==> config.mk <==
export PLATFORM = sky130hd
export DESIGN_NAME = alarma_crono_flat
export DESIGN_NICKNAME = d
export VERILOG_FILES = /design/src/rtl/alarma_crono_if.sv /design/src/rtl/alarma_crono.sv /design/src/flat_wrapper.sv
export SDC_FILE = /design/constraint.sdc
export NUM_CORES = 1
export LEC_CHECK = 0
export ABC_AREA = 0
export CAP_MARGIN = 40
export CORE_UTILIZATION = 60
export CTS_BUF_LIST = sky130_fd_sc_hd__clkbuf_8
export DETAILED_ROUTE_END_ITERATION = 8
export PLACE_DENSITY_LB_ADDON = 0.2
export SYNTH_ARGS = -nofsm -noshare
export SYNTH_HDL_FRONTEND = slang
export SYNTH_SLANG_ARGS = --single-unit
==> constraint.sdc <==
create_clock -name reloj_nexys -period 4.57 [get_ports reloj_nexys]
set_input_delay 0.457 -clock reloj_nexys [delete_from_list [all_inputs] [get_ports reloj_nexys]]
set_output_delay 0.457 -clock reloj_nexys [all_outputs]
set_load 0.03 [all_outputs]
==> src/rtl/alarma_crono_if.sv <==
// Trigger/stop inputs and buzzer/status outputs of the end-of-countdown alarm sequencer.
// master: port/status logic side; slave: alarma_crono.
interface alarma_crono_if;
  logic       fin_crono;
  logic       silenciar;
  logic       audio;
  logic       sonando;
  logic [3:0] beep_num;
  logic       fin_alarma;

  modport master (
    output fin_crono,
    output silenciar,
    input  audio,
    input  sonando,
    input  beep_num,
    input  fin_alarma
  );

  modport slave (
    input  fin_crono,
    input  silenciar,
    output audio,
    output sonando,
    output beep_num,
    output fin_alarma
  );
endinterface

==> src/rtl/alarma_crono.sv <==
// Alarm beep sequencer: N_BEEPS tone bursts separated by silent gaps, started on a fin_crono edge.
// Optional build macro ALARMA_TONO_ALT_EN: even-numbered beeps sound one octave up.
//
// state  | meaning
// -------+-----------------------------------------------------------
// S_IDLE | silent, waiting for a rising edge on fin_crono
// S_ON   | beep beep_num sounding, audio toggles every half period
// S_OFF  | silent gap after beep beep_num, audio held low
module alarma_crono #(
  parameter int TONE_HALF = 25000,
  parameter int BEEP_CYC  = 25000000,
  parameter int GAP_CYC   = 25000000,
  parameter int N_BEEPS   = 5
) (
  input  logic          reloj_nexys,
  input  logic          reset_total,
  alarma_crono_if.slave bus
);

  localparam logic [1:0] S_IDLE = 2'd0;
  localparam logic [1:0] S_ON   = 2'd1;
  localparam logic [1:0] S_OFF  = 2'd2;

  localparam logic [15:0] TONE_TC_BASE = 16'(TONE_HALF - 1);
  localparam logic [26:0] BEEP_TC      = 27'(BEEP_CYC - 1);
  localparam logic [26:0] GAP_TC       = 27'(GAP_CYC - 1);
  localparam logic [3:0]  N_B          = 4'(N_BEEPS);

  logic        reset_interno;
  logic [1:0]  state, state_nx;
  logic [15:0] tone, tone_nx, tone_tc;
  logic [26:0] phase, phase_nx;
  logic [3:0]  beep_q, beep_nx;
  logic        audio_q, audio_nx;
  logic        sonando_q;
  logic        fin_q, fin_nx;
  logic        fin_ant;
  logic        trig;

  assign reset_interno = reset_total;
  assign trig          = bus.fin_crono & ~fin_ant;

`ifdef ALARMA_TONO_ALT_EN
  localparam logic [15:0] TONE_TC_ALT = 16'((TONE_HALF / 2) - 1);
  assign tone_tc = beep_q[0] ? TONE_TC_BASE : TONE_TC_ALT;
`else
  assign tone_tc = TONE_TC_BASE;
`endif

  always_comb begin
    state_nx = state;
    tone_nx  = tone;
    phase_nx = phase;
    beep_nx  = beep_q;
    audio_nx = audio_q;
    fin_nx   = 1'b0;

    if (bus.silenciar) begin
      state_nx = S_IDLE;
      tone_nx  = '0;
      phase_nx = '0;
      beep_nx  = '0;
      audio_nx = 1'b0;
    end else if (trig) begin
      // Restart from beep 1 whatever the current state; no completion pulse.
      state_nx = S_ON;
      tone_nx  = '0;
      phase_nx = '0;
      beep_nx  = 4'd1;
      audio_nx = 1'b0;
    end else begin
      case (state)
        S_IDLE: begin
          tone_nx  = '0;
          phase_nx = '0;
          beep_nx  = '0;
          audio_nx = 1'b0;
        end

        S_ON: begin
          if (tone == tone_tc) begin
            tone_nx  = '0;
            audio_nx = ~audio_q;
          end else begin
            tone_nx = tone + 16'd1;
          end

          if (phase == BEEP_TC) begin
            tone_nx  = '0;
            phase_nx = '0;
            audio_nx = 1'b0;
            if (beep_q < N_B) begin
              state_nx = S_OFF;
            end else begin
              state_nx = S_IDLE;
              beep_nx  = '0;
              fin_nx   = 1'b1;
            end
          end else begin
            phase_nx = phase + 27'd1;
          end
        end

        S_OFF: begin
          tone_nx  = '0;
          audio_nx = 1'b0;
          if (phase == GAP_TC) begin
            state_nx = S_ON;
            phase_nx = '0;
            beep_nx  = beep_q + 4'd1;
          end else begin
            phase_nx = phase + 27'd1;
          end
        end

        default: begin
          state_nx = S_IDLE;
          tone_nx  = '0;
          phase_nx = '0;
          beep_nx  = '0;
          audio_nx = 1'b0;
        end
      endcase
    end
  end

  always_ff @(posedge reloj_nexys) begin
    if (reset_interno) begin
      state     <= S_IDLE;
      tone      <= '0;
      phase     <= '0;
      beep_q    <= '0;
      audio_q   <= 1'b0;
      sonando_q <= 1'b0;
      fin_q     <= 1'b0;
      fin_ant   <= 1'b0;
    end else begin
      state     <= state_nx;
      tone      <= tone_nx;
      phase     <= phase_nx;
      beep_q    <= beep_nx;
      audio_q   <= audio_nx;
      sonando_q <= (state_nx != S_IDLE);
      fin_q     <= fin_nx;
      fin_ant   <= bus.fin_crono;
    end
  end

  assign bus.audio      = audio_q;
  assign bus.sonando    = sonando_q;
  assign bus.beep_num   = beep_q;
  assign bus.fin_alarma = fin_q;

endmodule

==> src/flat_wrapper.sv <==
// flat-port wrapper written by rule: the top's interface ports become plain ports
module alarma_crono_flat 
#(
  parameter int TONE_HALF = 25000,
  parameter int BEEP_CYC  = 25000000,
  parameter int GAP_CYC   = 25000000,
  parameter int N_BEEPS   = 5
)
  (reloj_nexys, reset_total, bus_fin_crono, bus_silenciar, bus_audio, bus_sonando, bus_beep_num, bus_fin_alarma);
  alarma_crono_if bus_i ();
  input  logic reloj_nexys;
  input  logic reset_total;
  input wire logic [$bits(bus_i.fin_crono)-1:0] bus_fin_crono;
  input wire logic [$bits(bus_i.silenciar)-1:0] bus_silenciar;
  output wire logic [$bits(bus_i.audio)-1:0] bus_audio;
  output wire logic [$bits(bus_i.sonando)-1:0] bus_sonando;
  output wire logic [$bits(bus_i.beep_num)-1:0] bus_beep_num;
  output wire logic [$bits(bus_i.fin_alarma)-1:0] bus_fin_alarma;
  assign bus_i.fin_crono = bus_fin_crono;
  assign bus_i.silenciar = bus_silenciar;
  assign bus_audio = bus_i.audio;
  assign bus_sonando = bus_i.sonando;
  assign bus_beep_num = bus_i.beep_num;
  assign bus_fin_alarma = bus_i.fin_alarma;
  alarma_crono #(.TONE_HALF(TONE_HALF), .BEEP_CYC(BEEP_CYC), .GAP_CYC(GAP_CYC), .N_BEEPS(N_BEEPS)) u_core (.reloj_nexys(reloj_nexys), .reset_total(reset_total), .bus(bus_i));
endmodule
======== Word-level counts from Yosys, hierarchy flattened ========
Cells that the tools add are included.
word-level totals
  memories kept ........................... 0
  bits of input ports ..................... 4
  word-level logic and storage cells ...... 52
  latch bits .............................. 0
  ROM bits ................................ 0
  output and inout port bits .............. 7
  bits in registers ....................... 53
  memory bits (writable) .................. 0
cells by class
  bitwise gates (word level) .............. 6
  multiplexer cells ....................... 12
  order comparisons ....................... 1
  shift-type cells ........................ 0
  multiply operators ...................... 0
  eq/ne operators ......................... 10
  reduce and logical (&&, ||, !) cells .... 11
  $add $sub $neg .......................... 3
  divide/modulo/power cells ............... 0
operator list
  operator                 count
  $add A27 B1 Y27 const B  1
  $eq A27 B25 Y1 const B   1
  $add A16 B1 Y16 const B  1
  $eq A16 B15 Y1 const B   1
  $reduce_or A5 Y1         3
  $mux W4                  3
  $mux W2                  5
  $pmux W4 S2              1
  $ne A3 B1 Y1 const B     2
  $pmux W2 S3              1
  $reduce_and A3 Y1        2
  $reduce_or A6 Y1         1
  $not A1 Y1               5
  $add A4 B1 Y4 const B    1
  $lt A4 B3 Y1 const B     1
  $ne A2 B1 Y1 const B     2
  $reduce_or A2 Y1         2
  $ne A3 B2 Y1 const B     1
  $reduce_or A3 Y1         1
  $eq A2 B1 Y1 const B     1
  $eq A2 B2 Y1 const B     1
  $logic_not A2 Y1         1
  $mux W1                  2
  $ne A2 B2 Y1 const B     1
  other kinds (2)          2

======== Longest topological paths before layout ========
Gate-level depths: netlist of the first run.
  depth after elaboration ................. 7
  gate-level depth with buffers ........... 9
  depth with buffers taken out ............ 7

======== Least setup slack after synthesis of the first run ========
Ideal clock, no wire load.
  path kind ............................... reg2reg
  start ................................... reg u_core.phase[0]
  end ..................................... reg u_core.beep_q[3] (netlist: u_core.bus.beep_num[3])
  arrival time ............................ 1.939 ns
  period minus slack after synthesis ...... 2.009 ns
  buffers on the path ..................... 1
  cell stages (with the launch flop) ...... 8
  data required time ...................... 4.500 ns
  setup time .............................. 0.070 ns
  path slack .............................. 2.561 ns
  path through ............................ dfxtp_1 -> ha_1 -> and4_1 -> buf_4 -> nand4_4 -> o31a_1 -> or4_1 -> a21oi_1
on the way
  word-level cells in the longest chain between the ends .. 3
  elaborated cells between the ends (all ways) .. 4
  those cells by class .................... 3 x eq/ne; 1 x reduce/logical
RTL lines
  item                           RTL line                                 RTL
  start: declaration             alarma_crono.sv:32                       logic [26:0] phase, phase_nx;
  start signal: assignment       alarma_crono.sv:140                      phase <= phase_nx;
  $eq A27 B25 Y1 *               alarma_crono.sv:88, alarma_crono.sv:107
  $ne A2 B1 Y1 (no line)         -
  $reduce_and A3 Y1 (no line) *  -
  end signal: assignment         alarma_crono.sv:141                      beep_q <= beep_nx;
  end: declaration               alarma_crono.sv:33                       logic [3:0] beep_q, beep_nx;
Mark *: on every way between the ends. The rest lies on a longest branch, timed or not.
A chain may end at the register's enable or synchronous reset.

======== Final worst setup path of the first run ========
  start ................................... reg u_core.phase[0]
  end ..................................... reg u_core.phase[8]
on the way
  word-level cells in the longest chain between the ends .. 2
  elaborated cells between the ends (all ways) .. 3
  those cells by class .................... 1 x add/sub; 1 x eq/ne; 1 x reduce/logical
RTL lines
  item
  parallel branches: the longest is 2 deep, another holds $add A27 B1 Y27
Parallel ways; which one is timed is not known.

==> results.cfg, run 1 <==
[status]
status = complete, no violations

[floorplanning]
ioPinCount = 11
fp.dieW_um = 66.58
start_util_pct = 62.56
num_rows = 23
die-height_um = 66.58
die_area_um2 = 4433
core_area_um2 = 4000

[finish]
fillers = 335
fin_area_um2 = 2736
area_growth_pct = 9.350
drive_gt1_share_pct = 5.102
final_cells = 344
antenna_cells = 0
final_core_util_pct = 68.41
fin_nets = 305

[logic_synthesis]
synth-seq-cells = 53
synth-xor-area-share_pct = 14.00
syn-instance-count = 284
synth_simple_gate_area_share_pct = 31.40
synthAdderAreaFrac_pct = 4.000
synth_top_family_by_area = simple AND/OR/NAND/NOR gates
syn_area_um2 = 2502
synth.area.mux_share_pct = 0.4500
synth-async-reset-ratio_pct = 0
postSynthAreaPerCell_um2 = 8.811
ys_seq_area_share_pct = 42.40
synth_compound_area_share_pct = 4.450
ys_types = 35
synthFlopType = dfxtp_1
synth_warnings = 0
synth.net_count = 296
synth-edff-count = 0

[sta]
worst_slew_pin_slew_ps = 593.2
rsz0062_at_grt = false
clock_skew_ps = 8.121
setup_tns_ps = 0
slew_headroom_pct = 60.34
fin_crit_ps = 2315
finalCritPeriodShare_pct = 50.66
finalHoldViolCount = 0
setup_viol = 0
final_max_slew_viol_count = 0
timing.hold.ws_ps = 446.3
max_freq_mhz = 432.0

[grt]
grt_overflow = 0
grt_pass1_vias = 1760
grt_max_degree = 16
grt_util_all_layers_pct = 22.78
antenna_found_initial = 0
grt_pass1_wl_mm = 7.686

[clocking]
cts_root_buffer = clkbuf_8
cts_tree = yes
htree_levels = 2
clock_latency_ps = 300
cts_resized = 0
cts_setup_buffers = 0
cts_sinks = 53
cts_made_buffers = 5
cts-hold-fix-buffers = 0
clk_pin_slew_ps = 90
clockBufferDepth = 2

[min_path]
hp-class = register to register
worstHoldStart = u_core.phase[0]$_SDFF_PP0_

[setup_path]
critPathRequiredTime_ps = 4770
critical_path_class = register to register
arrival_ps = 2510
critPathLaunch = u_core.phase[0]$_SDFF_PP0_
crit-reg2reg-launch = u_core.phase[0]$_SDFF_PP0_
worst_setup_path_end_kind = register
worstPathMaxFanout = 14
critPathLaunchType = register

[placed_design]
port_buffers = 10
dp_hpwl_mm = 3.108
gp_congestion = 0.8795
postPlaceCellArea_um2 = 2635
dp_cells = 336

[routing]
antenna_left = 0
routed-via-count = 1937
routed_wl_mm = 4.443
drt-pass1-iter-count = 4
drt_iter0_markers = 105
drcViolationCount = 0
viasPerCell = 5.631
wl_per_cell_um = 12.92

[run]
cap_violations = 0

[power_and_ir_drop]
total_leakage_power_nw = 0.9345
sw_frac_of_total_pct = 20.54
combPwrFrac_pct = 2.3
p_seq_share_pct = 60.8
peakVddDrop_v = 0.0001670
p_int_uw = 607.6
pwr-share-clk_pct = 37.0
p_sw_uw = 157.0
powerDensity_nw_per_um2 = 279.4
## layer usage
| metal | global-route usage, % | wire, um |
|---|---|---|
| met5 | 0 | 0 |
| met2 | 35.10 | 2021 |
| met4 | 6.915 | 28 |
| met1 | 30.11 | 2255 |
| met3 | 7.192 | 138 |
## cell usage after synthesis (all sizes together), types with 2 or more instances
library cell	n	area share, %
nand3	16	3.2
nor2b	2	0.50
nand4b	3	1.1
dfxtp	53	42
nor3	8	1.6
clkbuf	5	0.75
xnor2	18	6.3
nor4b	2	1.2
o21ai	4	0.80
and4	9	3.2
nor2	51	7.6
nand2	16	2.4
buf	4	0.90
nor4	7	2.4
a21oi	7	1.4
ha	8	4.0
or4	3	0.90
inv	11	1.7
and3	12	3.0
xor2	22	7.7
nand4	13	3.8
## layout make-up
cell class / count / area [um^2] / share of cell area [%]
clock buffer: 7 / 96.34 / 3.521
multi-input combinational: 211 / 1359 / 49.66
clock inverter: 1 / 5.005 / 0.1829
sequential: 53 / 1061 / 38.77
tap: 50 / 62.56 / 2.286
inverter: 11 / 41.29 / 1.509
timing repair buffer: 11 / 111.4 / 4.070
## flip-flops by register name, indices dropped and copies added, names as in the netlist
signal and flops:
u_core.tone 16, u_core.bus.beep_num 4, u_core.fin_ant 1, u_core.phase 27
u_core.bus.audio 1, u_core.state 2, u_core.bus.fin_alarma 1, u_core.bus.sonando 1
## cells by family (layout without fill, tap and decap cells)
logic type / Yosys count / in the layout
XOR/XNOR: 40 / 40
multiplexers: 1 / 1
AO/OA/AOI/OAI: 18 / 18
AND/OR/NAND/NOR: 144 / 144
buffers and inverters: 20 / 30
flip-flops: 53 / 53
adder cells (fa/ha/maj): 8 / 8
## path summary, 6_finish.rpt
| path | endpoint | slack [ps] | cells after the start |
|---|---|---|---|
| worst max-delay path | u_core.phase[8]$_SDFF_PP0_ | 2250 | 7 |
| worst min-delay path | u_core.phase[0]$_SDFF_PP0_ | 450 | 1 |
| worst max register to register | u_core.phase[8]$_SDFF_PP0_ | 2250 | 7 |
| worst min register to register | u_core.phase[0]$_SDFF_PP0_ | 450 | 1 |
## metrics by stage
stage / setup WS (ps) / total power, mW
2_1_floorplan: 2561 / 0.4852
3_3_place_gp: 1981 / 0.4923
3_5_place_dp: 2102 / 0.4927
4_1_cts: 2249 / 0.7702
5_1_grt: 2049 / 0.7947
6_report: 2255 / 0.7646
## worst max-delay path: stages, from the launching register on
cell and delay, ps:
dfxtp_1 350, ha_1 210, and4_1 450, and4_1 360, nand2_1 100, nand3_1 440, buf_6 240, nor2_1 60
## power by group through the flow
stage / logic (mW) / clock network, mW / registers [mW]
floorplan: 0.00872 / 0 / 0.476
global placement: 0.0169 / 0 / 0.475
detailed placement: 0.0173 / 0 / 0.475
CTS: 0.0175 / 0.288 / 0.465
global route: 0.0196 / 0.310 / 0.465
finish: 0.0175 / 0.283 / 0.465
## cells in the final DEF, fill, tap and decap left out, types with 2 or more instances in the layout
cell type,count
a21oi_1,7
and3_1,12
and4_1,8
clkbuf_8,7
clkdlybuf4s50_1,10
dfxtp_1,53
ha_1,8
inv_1,11
nand2_1,16
nand3_1,16
nand4_1,12
nand4b_1,3
nor2_1,51
nor2b_1,2
nor3_1,8
nor4_1,6
nor4b_2,2
o21ai_0,4
or4_1,3
xnor2_1,18
xor2_1,22
Power figures use the tool's default switching activity.
==> run 2, diff against run 1 <==
--- a/config.mk
+++ b/config.mk
@@ -7,7 +7,7 @@
 export LEC_CHECK = 0
 export ABC_AREA = 0
 export CAP_MARGIN = 40
-export CORE_UTILIZATION = 60
+export CORE_UTILIZATION = 56
 export CTS_BUF_LIST = sky130_fd_sc_hd__clkbuf_8
 export DETAILED_ROUTE_END_ITERATION = 8
 export PLACE_DENSITY_LB_ADDON = 0.2
==> constraint.sdc (replaced) <==
create_clock -name reloj_nexys -period 1.9 [get_ports reloj_nexys]
set_input_delay 0.19 -clock reloj_nexys [delete_from_list [all_inputs] [get_ports reloj_nexys]]
set_output_delay 0.19 -clock reloj_nexys [all_outputs]
set_load 0.03 [all_outputs]
==> run 2 against run 1 <==
  * Global-route usage is 0.34 points lower
  * Sequential power is 140% higher
  * Via count is 3.8% higher
  * Core utilization is 4.8 points higher
  * Clock skew hardly changed
  * Die area is 6.9% higher
  * Final cell count is 9.0% higher
  * Highest routed layer unchanged
  * Hold slack worse by 28 ps
==> results.cfg, run 2 (synthesis gave the netlist of run 1 again) <==
[finish]
final_cells = 375
layout_commonest_cell = nor2_1
largest_reg_flops = 27
fin_area_um2 = 3032
multi_input_area_um2 = 1393
antenna_cells = 0
regMostFlops = u_core.phase
area_growth_pct = 21.15
fin_nets = 336
drive_gt1_share_pct = 17.23
mostFrequentLayoutCells = nor2_1, dfxtp_1, buf_4, xor2_1, xnor2_1
fillers = 316
regArea_um2 = 1067

[setup_path]
cpMaxStageDelayCell = or4_1
cpPeakStageDelay_ps = 490
arrival_ps = 2140
worstPathMaxFanout = 5
worst_setup_path_end_kind = register
critical_path_class = register to register
crit_chain = nor4_4 -> nand4_1 -> o31a_1 -> or4_1 -> a21oi_2
ff2ff_setup_slack_ps = 9
critPathRequiredTime_ps = 2150
critical-path-top-delay-family = simple AND/OR/NAND/NOR gates
critPathLaunchType = register
crit_buf_inv = 0

[power_and_ir_drop]
peakVddDrop_v = 0.0004714
total_leakage_power_nw = 1.100
powerDensity_nw_per_um2 = 637.4

[clocking]
cts-hold-fix-buffers = 0
cts_sinks = 53
clk_pin_slew_ps = 90
clock_latency_ps = 310
clockBufferDepth = 2
htree_levels = 2
cts_tree = yes
cts_root_buffer = clkbuf_8
cts_made_buffers = 5

[routing]
routed-via-count = 2011
drt_iter0_markers = 104
antenna_left = 0
drt-pass1-iter-count = 4
routed_wl_mm = 4.787
viasPerCell = 5.363
wl_per_cell_um = 12.77
drcViolationCount = 0

[placed_design]
postPlaceCellArea_um2 = 2874
port_buffers = 10
dp_hpwl_mm = 3.410
gp_congestion = 0.8689
dp_cells = 366

[grt]
grt_util_all_layers_pct = 22.44
antenna_found_initial = 0
grt_max_degree = 28
grt_pass1_vias = 1914
grt_overflow = 0
grt_pass1_wl_mm = 7.893

[floorplanning]
num_rows = 23
ioPinCount = 11
core_area_um2 = 4144
start_util_pct = 60.39
fp.dieW_um = 68.85
die-height_um = 68.85
die_area_um2 = 4740

[min_path]
hp-class = register to register

[sta]
clock_skew_ps = 8.107
setup_viol = 0
fin_crit_ps = 1891
slew_headroom_pct = 69.76
max_freq_mhz = 529.0
rsz0062_at_grt = true
finalCritPeriodShare_pct = 99.50
finalHoldViolCount = 0
setup_tns_ps = 0
final_max_slew_viol_count = 0
worst_slew_pin_slew_ps = 449.4

[status]
status = complete, no violations

[run]
cap_violations = 0
## run 2: changes by cell type in the layout (fill, tap and decap cells not counted), moves of 2 or more
cell | previous run | this run
clkbuf_8 | 7 | 5
nor4b_2 | 2 | 0
dfxtp_2 | 0 | 5
dfxtp_1 | 53 | 48
nor4b_4 | 0 | 2
buf_4 | 0 | 31
## run 2: worst paths after layout
path / from / cells after the start / endpoint
min: u_core.phase[0]$_SDFF_PP0_ / 1 / u_core.phase[0]$_SDFF_PP0_
min reg2reg: u_core.phase[0]$_SDFF_PP0_ / 1 / u_core.phase[0]$_SDFF_PP0_
max: u_core.phase[7]$_SDFF_PP0_ / 5 / u_core.bus.beep_num[2]$_SDFFE_PP0P_
max reg2reg: u_core.phase[7]$_SDFF_PP0_ / 5 / u_core.bus.beep_num[2]$_SDFFE_PP0P_
## run 2: routing by layer
metal  wire length, um  vias to the layer above  GRT usage [%]
met5                 0                        -              0
met4                63                        0          7.908
met3                98                        6          4.934
met2              2247                       20          39.81
met1              2378                      919          26.28
li1                  -                     1066              -
## run 2: area by class of cell
class,instances,area share [%]
multi-input combinational,211,45.93
clock buffer,5,2.270
clock inverter,3,1.527
timing repair buffer,42,11.64
sequential,53,35.20
tap,50,2.064
inverter,11,1.362
## run 2: per-stage QoR
stage / hold slack, ps / utilization, % / setup slack (ps) / power (mW)
after detailed placement: 405.5 / 69.35 / -23.80 / 1.194
after global routing: 429.5 / 73.16 / -52.26 / 2.001
final: 418.1 / 73.16 / 9.480 / 1.932
after floorplan: 255.3 / - / 9.200 / 1.167
after global placement: 395.9 / 69.35 / 65.13 / 1.194
after CTS: 418.4 / 72.40 / 0.7379 / 1.951
## run 2: report_power, final
group / switching, mW / total, mW / internal [mW] / leakage (nW)
clock network: 0.369 / 0.763 / 0.394 / 0.0543
registers: 0.00365 / 1.12 / 1.11 / 0.430
logic: 0.0262 / 0.0512 / 0.0250 / 0.616
total: 0.399 / 1.93 / 1.53 / 1.10
## run 2: worst reg2reg max path: stages, from the launching register on
cell and delay, ps:
dfxtp_1 390, nor4_4 260, nand4_1 180, o31a_1 380
or4_1 490, a21oi_2 140
## run 2: timing repair
action,4_1_cts,5_1_grt
setup endpoints to repair,1,6
buffers inserted,0,1
gates resized for setup,3,9
pin swaps,1,4
==> run 3, diff against run 2 <==
--- a/config.mk
+++ b/config.mk
@@ -10,6 +10,7 @@
 export CORE_UTILIZATION = 56
 export CTS_BUF_LIST = sky130_fd_sc_hd__clkbuf_8
 export DETAILED_ROUTE_END_ITERATION = 8
+export MAX_ROUTING_LAYER = met4
 export PLACE_DENSITY_LB_ADDON = 0.2
 export SYNTH_ARGS = -nofsm -noshare
 export SYNTH_HDL_FRONTEND = slang
==> results of run 3 <==
The final DEF is identical to that of run 2; final timing and power are the same.
Among the figures that moved: final weighted congestion in routability-driven placement 0.8689 -> 0.8831; overall routing resource usage 22.44% -> 23.08%; violation count after the first detailed-route iteration 104 -> 105
